--- src/rtl/fetch_pkg.sv ---
// Shared types and constants for the instruction-fetch stage.
package fetch_pkg;

    // One buffered fetch: the byte PC and the instruction word read at it.
    typedef struct packed {
        logic [31:0] pc;
        logic [31:0] instr;
    } fetch_entry_t;

    // addi x0, x0, 0 -- presented on id_instr whenever nothing is buffered.
    localparam logic [31:0] NOP_INSTR = 32'h0000_0013;

    // Byte distance between consecutive instruction words.
    localparam logic [31:0] PC_STEP = 32'd4;

endpackage : fetch_pkg

--- src/rtl/fetch_fifo.sv ---
// Small synchronous FIFO holding fetched (pc, instr) pairs.
// Flush empties the buffer and wins over a same-cycle push or pop.
// A pop while empty is ignored; a push while full only lands if a pop frees
// the head slot in the same cycle.
module fetch_fifo
    import fetch_pkg::*;
#(
    parameter int DEPTH = 2
) (
    input  logic                       clk,
    input  logic                       reset_n,
    input  logic                       push_i,
    input  logic                       pop_i,
    input  logic                       flush_i,
    input  fetch_entry_t               wdata_i,
    output fetch_entry_t               rdata_o,
    output logic [$clog2(DEPTH):0]     count_o,
    output logic                       full_o,
    output logic                       empty_o
);

    localparam int PTR_W = $clog2(DEPTH);
    localparam int CNT_W = PTR_W + 1;

    logic [PTR_W-1:0] wr_ptr_q, wr_ptr_d;
    logic [PTR_W-1:0] rd_ptr_q, rd_ptr_d;
    logic [CNT_W-1:0] count_q, count_d;
    fetch_entry_t     mem_q [DEPTH];

    logic pop_eff;
    logic push_eff;

    assign full_o  = (count_q == CNT_W'(DEPTH));
    assign empty_o = (count_q == '0);
    assign count_o = count_q;
    assign rdata_o = mem_q[rd_ptr_q];

    // Effective handshakes and next pointer/count values.
    always_comb begin
        pop_eff  = pop_i && !empty_o;
        push_eff = push_i && (!full_o || pop_eff);
        wr_ptr_d = wr_ptr_q;
        rd_ptr_d = rd_ptr_q;
        count_d  = count_q;
        if (flush_i) begin
            wr_ptr_d = '0;
            rd_ptr_d = '0;
            count_d  = '0;
        end else begin
            if (push_eff) begin
                wr_ptr_d = wr_ptr_q + 1'b1;
            end
            if (pop_eff) begin
                rd_ptr_d = rd_ptr_q + 1'b1;
            end
            if (push_eff && !pop_eff) begin
                count_d = count_q + 1'b1;
            end else if (pop_eff && !push_eff) begin
                count_d = count_q - 1'b1;
            end
        end
    end

    // Pointer and occupancy registers.
    always_ff @(posedge clk or negedge reset_n) begin
        if (!reset_n) begin
            wr_ptr_q <= '0;
            rd_ptr_q <= '0;
            count_q  <= '0;
        end else begin
            wr_ptr_q <= wr_ptr_d;
            rd_ptr_q <= rd_ptr_d;
            count_q  <= count_d;
        end
    end

    // Entry storage; reset to NOP so the head never reads as X.
    always_ff @(posedge clk or negedge reset_n) begin
        if (!reset_n) begin
            for (int i = 0; i < DEPTH; i++) begin
                mem_q[i] <= '{pc: 32'h0, instr: NOP_INSTR};
            end
        end else if (push_eff && !flush_i) begin
            mem_q[wr_ptr_q] <= wdata_i;
        end
    end

endmodule : fetch_fifo

--- src/rtl/fetch_unit.sv ---
// Instruction-fetch stage: owns the PC, reads the asynchronous instruction
// memory, buffers (pc, instr) pairs and hands them to decode.
//
// Decode handshake: id_valid means the buffer head holds an entry; when
// id_valid && id_ready are both high at a rising edge the head is consumed.
// id_valid never depends on id_ready, and the id_* data stays stable while
// id_valid is high and id_ready is low.
//
// A redirect flushes the buffer (including an entry popped that cycle) and
// reloads the PC. A misaligned target sets the sticky fetch_fault and stops
// fetching until an aligned redirect or reset.
module fetch_unit
    import fetch_pkg::*;
#(
    parameter logic [31:0] RESET_PC        = 32'h0000_0000,
    parameter int          IMEM_ADDR_WIDTH = 10,
    parameter int          FIFO_DEPTH      = 2
) (
    input  logic                        clk,
    input  logic                        reset_n,
    output logic [IMEM_ADDR_WIDTH-1:0]  imem_addr,
    input  logic [31:0]                 imem_dout,
    input  logic                        redirect_valid,
    input  logic [31:0]                 redirect_pc,
    output logic                        id_valid,
    input  logic                        id_ready,
    output logic [31:0]                 id_instr,
    output logic [31:0]                 id_pc,
    output logic [31:0]                 id_pc_plus4,
    output logic                        fetch_fault
);

    localparam int CNT_W = $clog2(FIFO_DEPTH) + 1;

    logic [31:0]      pc_q, pc_d;
    logic             fault_q, fault_d;
    logic             push;
    logic             pop;
    fetch_entry_t     wr_entry;
    fetch_entry_t     head;
    logic [CNT_W-1:0] fifo_count;
    logic             fifo_full;
    logic             fifo_empty;

    // Word address: byte PC with the two offset bits dropped; upper bits alias.
    assign imem_addr   = pc_q[IMEM_ADDR_WIDTH+1:2];
    assign fetch_fault = fault_q;
    assign wr_entry    = '{pc: pc_q, instr: imem_dout};

    // Handshakes and next PC / fault state.
    always_comb begin
        pop     = !fifo_empty && id_ready;
        push    = !redirect_valid && !fault_q && (!fifo_full || pop);
        pc_d    = pc_q;
        fault_d = fault_q;
        if (redirect_valid) begin
            pc_d    = redirect_pc;
            fault_d = (redirect_pc[1:0] != 2'b00);
        end else if (push) begin
            pc_d = pc_q + PC_STEP;
        end
    end

    // PC and sticky fault registers.
    always_ff @(posedge clk or negedge reset_n) begin
        if (!reset_n) begin
            pc_q    <= RESET_PC;
            fault_q <= 1'b0;
        end else begin
            pc_q    <= pc_d;
            fault_q <= fault_d;
        end
    end

    fetch_fifo #(
        .DEPTH (FIFO_DEPTH)
    ) u_fifo (
        .clk     (clk),
        .reset_n (reset_n),
        .push_i  (push),
        .pop_i   (pop),
        .flush_i (redirect_valid),
        .wdata_i (wr_entry),
        .rdata_o (head),
        .count_o (fifo_count),
        .full_o  (fifo_full),
        .empty_o (fifo_empty)
    );

    // Decode-side outputs: head entry when valid, NOP at PC 0 when empty.
    always_comb begin
        id_valid    = !fifo_empty;
        id_instr    = NOP_INSTR;
        id_pc       = 32'h0;
        if (!fifo_empty) begin
            id_instr = head.instr;
            id_pc    = head.pc;
        end
        id_pc_plus4 = id_pc + PC_STEP;
    end

    // Occupancy can never exceed the buffer depth.
    a_count_bound: assert property (@(posedge clk) disable iff (!reset_n)
        fifo_count <= CNT_W'(FIFO_DEPTH));

endmodule : fetch_unit
--- config.mk ---
export PLATFORM = sky130hd
export DESIGN_NAME = fetch_unit
export DESIGN_NICKNAME = d
export VERILOG_FILES = /design/src/rtl/fetch_pkg.sv /design/src/rtl/fetch_fifo.sv /design/src/rtl/fetch_unit.sv
export SDC_FILE = /design/constraint.sdc
export NUM_CORES = 1
export LEC_CHECK = 0
export ABC_AREA = 0
export CAP_MARGIN = 5
export CORE_UTILIZATION = 38
export CTS_BUF_LIST = sky130_fd_sc_hd__clkbuf_16
export DETAILED_ROUTE_END_ITERATION = 16
export MAX_ROUTING_LAYER = met4
export PLACE_DENSITY_LB_ADDON = 0.3
export SLEW_MARGIN = 25
export SYNTH_ARGS = -nofsm -noshare
export SYNTH_HDL_FRONTEND = slang
export SYNTH_SLANG_ARGS = --single-unit
--- constraint.sdc ---
create_clock -name clk -period 4.85 [get_ports clk]
set_input_delay 0.97 -clock clk [delete_from_list [all_inputs] [get_ports clk]]
set_output_delay 0.97 -clock clk [all_outputs]
set_load 0.005 [all_outputs]
# Word level (Yosys, flattened, before mapping)
# Cells that the tools add are included.
op_classes:
  n_bitwise: 2
  n_reduce_logical: 23
  n_mux: 17
  addsub: 6
  n_lt_le_gt_ge: 3
  n_eq_ne: 1
ops:
  columns: ["cell", "count"]
  rows:
  - ["64-bit 2-to-1 mux", 4]
  - ["128-bit bitwise mux", 1]
  - ["32-bit 2-to-1 mux", 4]
  - ["32-bit by 3-bit adder with 32-bit output (second input constant)", 2]
  - ["64-bit demux with 1-bit select", 1]
  - ["1-bit logical AND", 9]
  - ["2-bit nonzero test", 4]
  - ["1-bit logical NOT", 6]
  - ["2-bit 2-to-1 mux", 3]
  - ["2-bit >= comparator (second input constant)", 2]
  - ["1-bit 2-to-1 mux", 4]
  - ["1-bit NOT with 2-bit output", 2]
  - ["3-bit nonzero test", 1]
  - ["1-bit adder (second input constant)", 2]
  - ["2-bit by 1-bit adder with 2-bit output (second input constant)", 1]
  - ["2-bit == test (second input constant)", 1]
  - ["2-bit logical NOT", 1]
  - ["1-bit logical OR", 2]
  - ["2-bit by 1-bit less-than comparator with 1-bit output (second input constant)", 1]
  - ["2-bit by 1-bit subtractor with 2-bit output (second input constant)", 1]
word_totals:
  in_bits: 68
  ff_bits: 165

# Longest topological paths before layout
# Gate-level depths: netlist (run 1).
depth:
  word_depth: 11
  mapped_depth: 12
  depth_no_buf: 9

# Modules after synthesis
# A second synthesis (run 1) with hierarchy kept.
unflattened:
  hier_cells: 734
  hier_area_um2: 8869.8
modules_own_cells:
  columns: ["module", "instances", "cells_per_inst", "area_each_um2", "seq_area_each_um2"]
  rows:
  - ["fetch_fifo", 1, 365, 5921.9, 3310.7]
  - ["fetch_unit", 1, 369, 2947.8, 825.8]

# Worst setup path after synthesis (run 1)
# Ideal clock, no wire load.
synth_path:
  path_type: "register to output"
  startpoint: "register u_fifo.rd_ptr_q"
  endpoint: "output port id_pc_plus4[20]"
  setup_slack_ns: 1.168
  t_required_ns: 3.880
  path_stages_with_launch: 13
  arrival_time_ns: 2.712
  cell_sequence: "dfrtp_1 buf_6 buf_6 buf_4 buf_2 buf_2 mux2i_1 nor2_1 ha_1 nor3b_2 nand4_2 nor4_2 xor2_1"
synth_between:
  elab_chain_cells: 6
synth_lines:
  columns: ["element", "line", "source"]
  rows:
  - ["from (decl)", "fetch_fifo.sv:26", "logic [PTR_W-1:0] rd_ptr_q, rd_ptr_d;"]
  - ["from (signal assigned)", "fetch_fifo.sv:72", "rd_ptr_q <= rd_ptr_d;"]
  - ["1-bit NOT with 2-bit output (implied by the code)", "fetch_fifo.sv:36", "assign rdata_o = mem_q[rd_ptr_q];"]
  - ["64-bit 2-to-1 mux (implied by the code) (3 in a row)", "fetch_fifo.sv:36", null]
  - ["32-bit 2-to-1 mux", "fetch_unit.sv:95", "if (!fifo_empty) begin"]
  - ["named net id_pc[3]", "fetch_unit.sv:28", "output logic [31:0] id_pc,"]
  - ["32-bit by 3-bit adder with 32-bit output", "fetch_unit.sv:99", "id_pc_plus4 = id_pc + PC_STEP;"]
  - ["to (decl)", "fetch_unit.sv:29", "output logic [31:0] id_pc_plus4,"]
# The timed path passes the listed nets, and every way through them passes these cells. The select of a mux whose other input is x is not followed.

# Worst setup path in the final report (run 1)
layout_path:
  startpoint: "register u_fifo.rd_ptr_q"
  endpoint: "output port id_pc_plus4[24]"
layout_between:
  elab_chain_cells: 6
layout_lines:
  columns: ["element", "line"]
  rows:
  - ["1-bit NOT with 2-bit output (implied by the code)", "fetch_fifo.sv:36"]
  - ["64-bit 2-to-1 mux (implied by the code) (3 in a row)", "fetch_fifo.sv:36"]
  - ["32-bit 2-to-1 mux", "fetch_unit.sv:95"]
  - ["32-bit by 3-bit adder with 32-bit output", "fetch_unit.sv:99"]
# No other way between the ends. The select of a mux whose other input is x is not followed.

==> results of run 1 <==
==> layout make-up <==
type	instances	area, um^2	area share
repair buffers	187	1880	0.168
well taps	285	357	0.0319
multi-input cells	533	4190	0.375
clock buffers	17	425	0.0381
diodes	2	5.00	0.000448
clock inverters	15	144	0.0129
inverters	8	30.0	0.00269
flip-flops and latches	165	4140	0.371
==> power by group through the flow <==
stage	Sequential [mW]	Combinational, mW	Clock, mW
after global placement	2.08	0.991	0
after CTS	2.07	1.02	1.33
after floorplan	1.99	0.682	0
after global routing	2.13	1.11	1.38
after detailed placement	2.09	1.01	0
final	2.07	1.00	1.30
==> cell usage in the layout (no fill, tap or decap), types with 5 or more instances in the layout <==
| cell type | instances |
|---|---|
| a221o_1 | 7 |
| a31oi_1 | 7 |
| buf_4 | 9 |
| clkbuf_16 | 17 |
| clkdlybuf4s50_1 | 174 |
| dfrtp_1 | 158 |
| dfstp_2 | 6 |
| inv_1 | 7 |
| inv_6 | 5 |
| mux2_1 | 42 |
| mux2_2 | 87 |
| mux2i_1 | 63 |
| nand2_1 | 57 |
| nand3_1 | 22 |
| nand3b_1 | 6 |
| nand4_1 | 10 |
| nor2_1 | 77 |
| nor3_1 | 16 |
| nor4_2 | 5 |
| o211ai_1 | 8 |
| o21ai_0 | 16 |
| o311ai_0 | 24 |
| xnor2_1 | 7 |
| xor2_1 | 22 |
==> per-layer routing <==
metal  routed length [um]  vias to the layer above  part of all wire
li1                     -                     3059                 -
met3                 1350                       23             0.063
met2                 9780                      212              0.45
met5                    0                        -                 0
met4                  294                        0             0.014
met1                10100                     3163              0.47
==> kinds of logic after synthesis <==
logic type	after synthesis
fa+ha+maj	2
xor+xnor	29
mux	192
compound gates	83
flops	165
simple gates	227
buf+inv	62
==> state kept, by name, indices dropped and copies added, names as in the netlist <==
register and flops:
u_fifo.mem_q 128, pc_q 32, u_fifo.wr_ptr_q 1, fetch_fault 1, u_fifo.count_o 2, u_fifo.rd_ptr_q 1
==> cell usage after synthesis (8+ instances only) <==
cell | count | area [um^2]
buf_2 | 14 | 70.1
mux2_2 | 87 | 980
dfrtp_1 | 159 | 3980
nand4_1 | 10 | 62.6
nor2_1 | 78 | 293
xor2_1 | 22 | 193
mux2_1 | 42 | 473
clkbuf_1 | 9 | 33.8
nand3_1 | 22 | 110
nor3_1 | 16 | 80.1
nand2_1 | 58 | 218
o311ai_0 | 24 | 210
o211ai_1 | 8 | 60.1
o21ai_0 | 16 | 80.1
buf_6 | 9 | 101
mux2i_1 | 63 | 631
buf_4 | 16 | 120
==> how the worst max path moves through the flow <==
stage                    start               to  slack (ns)  cells past startpoint
2_1_floorplan  u_fifo.rd_ptr_q  id_pc_plus4[20]        1.17                     12
5_1_grt        u_fifo.rd_ptr_q  id_pc_plus4[24]        0.29                      9
4_1_cts        u_fifo.rd_ptr_q  id_pc_plus4[24]        0.47                      9
6_report       u_fifo.rd_ptr_q  id_pc_plus4[24]        0.49                      9
3_3_place_gp   u_fifo.rd_ptr_q  id_pc_plus4[24]        1.00                      9
3_5_place_dp   u_fifo.rd_ptr_q  id_pc_plus4[24]        0.94                      9
==> per-stage QoR <==
stage	area, um^2	util	setup slack, ns
finish	11200	0.495	0.488
global route	11200	0.495	0.288
CTS	11200	0.495	0.469
detailed placement	10600	0.469	0.941
global placement	10600	0.469	1.00
floorplan	8710	-	1.17
==> reports/qor.yml, run 1 <==
finalHoldViolations: 0
final_antenna_net_count: 0
max_cap_viol_count: 0
clock_tree.buffer_depth: 2
portBuffers: 175
min_from: "u_fifo.mem_q[75]"
syn_nets: 830
max-vdd-ir-drop_v: 0.000319
synth.distinct_cells: 52
r2r_cells: 6
grt_pass1_wl_um: 35200
power_frac_clock: 0.298
ctsHoldBuffers: 0
synthSimpleGateAreaFrac: 0.132
clkSinkCount: 165
start_util: 0.386
fin_nets: 982
use_met2: 0.305
grt_pass1_vias: 6488
drt_first_pass_iters: 4
ios: 176
die_h_um: 153
reg2reg_slack_ns: 2.51
hold_depth: 1
cp.arrival_ns: 3.39
htreeDepth: 4
hold_class: "flip-flop to flip-flop"
path_cells: "mux2_2 > nand2_1 > inv_1 > ha_1 > nor3b_2 > nand4_2 > nor4_2 > xor2_1 > clkdlybuf4s50_1"
cts_tree: "done"
slowest_stage: "dfrtp_4"
drt_iter0_drc: 356
switchingPower_mw: 1.28
cp-end-kind: "primary output"
worst_setup_path_start_kind: "flip-flop"
powerDensity_mw_per_mm2: 392
r2r_start: "pc_q[2]"
ys_async_sr_fraction: 1.00
drv_slew: 0
synth_mux_area_frac: 0.239
synth_flop_cell: "dfrtp_1"
fp.dieArea_mm2: 0.0235
worst-path-buf-inv: 2
cts_root_buf: "clkbuf_16"
synth_fa_ha_area_frac: 0.00287
dp_cells: 1178
min_to: "u_fifo.mem_q[75]"
seq_power_share: 0.473
drc: 0
synth_top_family_by_area: "multiplexers"
antenna_found_initial: 2
place.gp.congestion: 0.812
fin_skew_ns: 0.00764
cts_made_buffers: 17
crit_type: "flip-flop to primary output"
p_leak_nw: 4.43
fin_crit_ns: 4.36
ys_seq_area_frac: 0.475
synth_seq_cells: 165
cp_top_family: "simple AND/OR/NAND/NOR gates"
required_ns: 3.88
num_vias: 6457
grt_overflow: 0
p_comb_frac: 0.229
grt_setup_unrepaired: "false"
synth_enable_flop_cells: 0
synth-xor-area-share: 0.0292
grt_max_degree: 96
via_per_inst: 5.33
holdWs_ns: 0.483
slew_headroom: 0.400
tightest_slew_ns: 0.900
synth_compound_area_frac: 0.0760
yosysWarnings: 0
synthesis.instances: 760
postCtsSetupBuffers: 0
grt_usage: 0.197
die_w_um: 153
coreArea_mm2: 0.0226
period_share: 0.899
wire_per_inst_um: 17.7
drive_gt1_frac: 0.179
syn_avg_cell_area_um2: 11.5
routed_wl_um: 21500
max_freq_mhz: 229
syn_area_mm2: 0.00871
area_growth_pct: 28.2
setup_violations: 0
p_sw_frac: 0.293
grt_busiest_layer: "met2"
p_int_mw: 3.09
met3_usage: 0.0465
total_power_mw: 4.38
row_count: 55
cpPeakStageDelay_ns: 0.63
finalNonFillerCells: 1212
n_fill_cell: 2054
clock_latency_ns: 0.43
clk_pin_slew_ns: 0.07
path_max_fanout: 26
cts_resized: 0
status: "completed"
dp_hpwl_um: 15300
reg2reg_to: "pc_q[26]"
use_met1: 0.256
tns_ns: 0
(Power assumes the default switching activity.)
==> inputs of run 2 (changes only) <==
CAP_MARGIN = 20   (was 5)
SKIP_LAST_GASP = 1   (was default)
==> results of run 2 <==
Same layout as run 1: the final DEF is identical, and so are final timing and power.
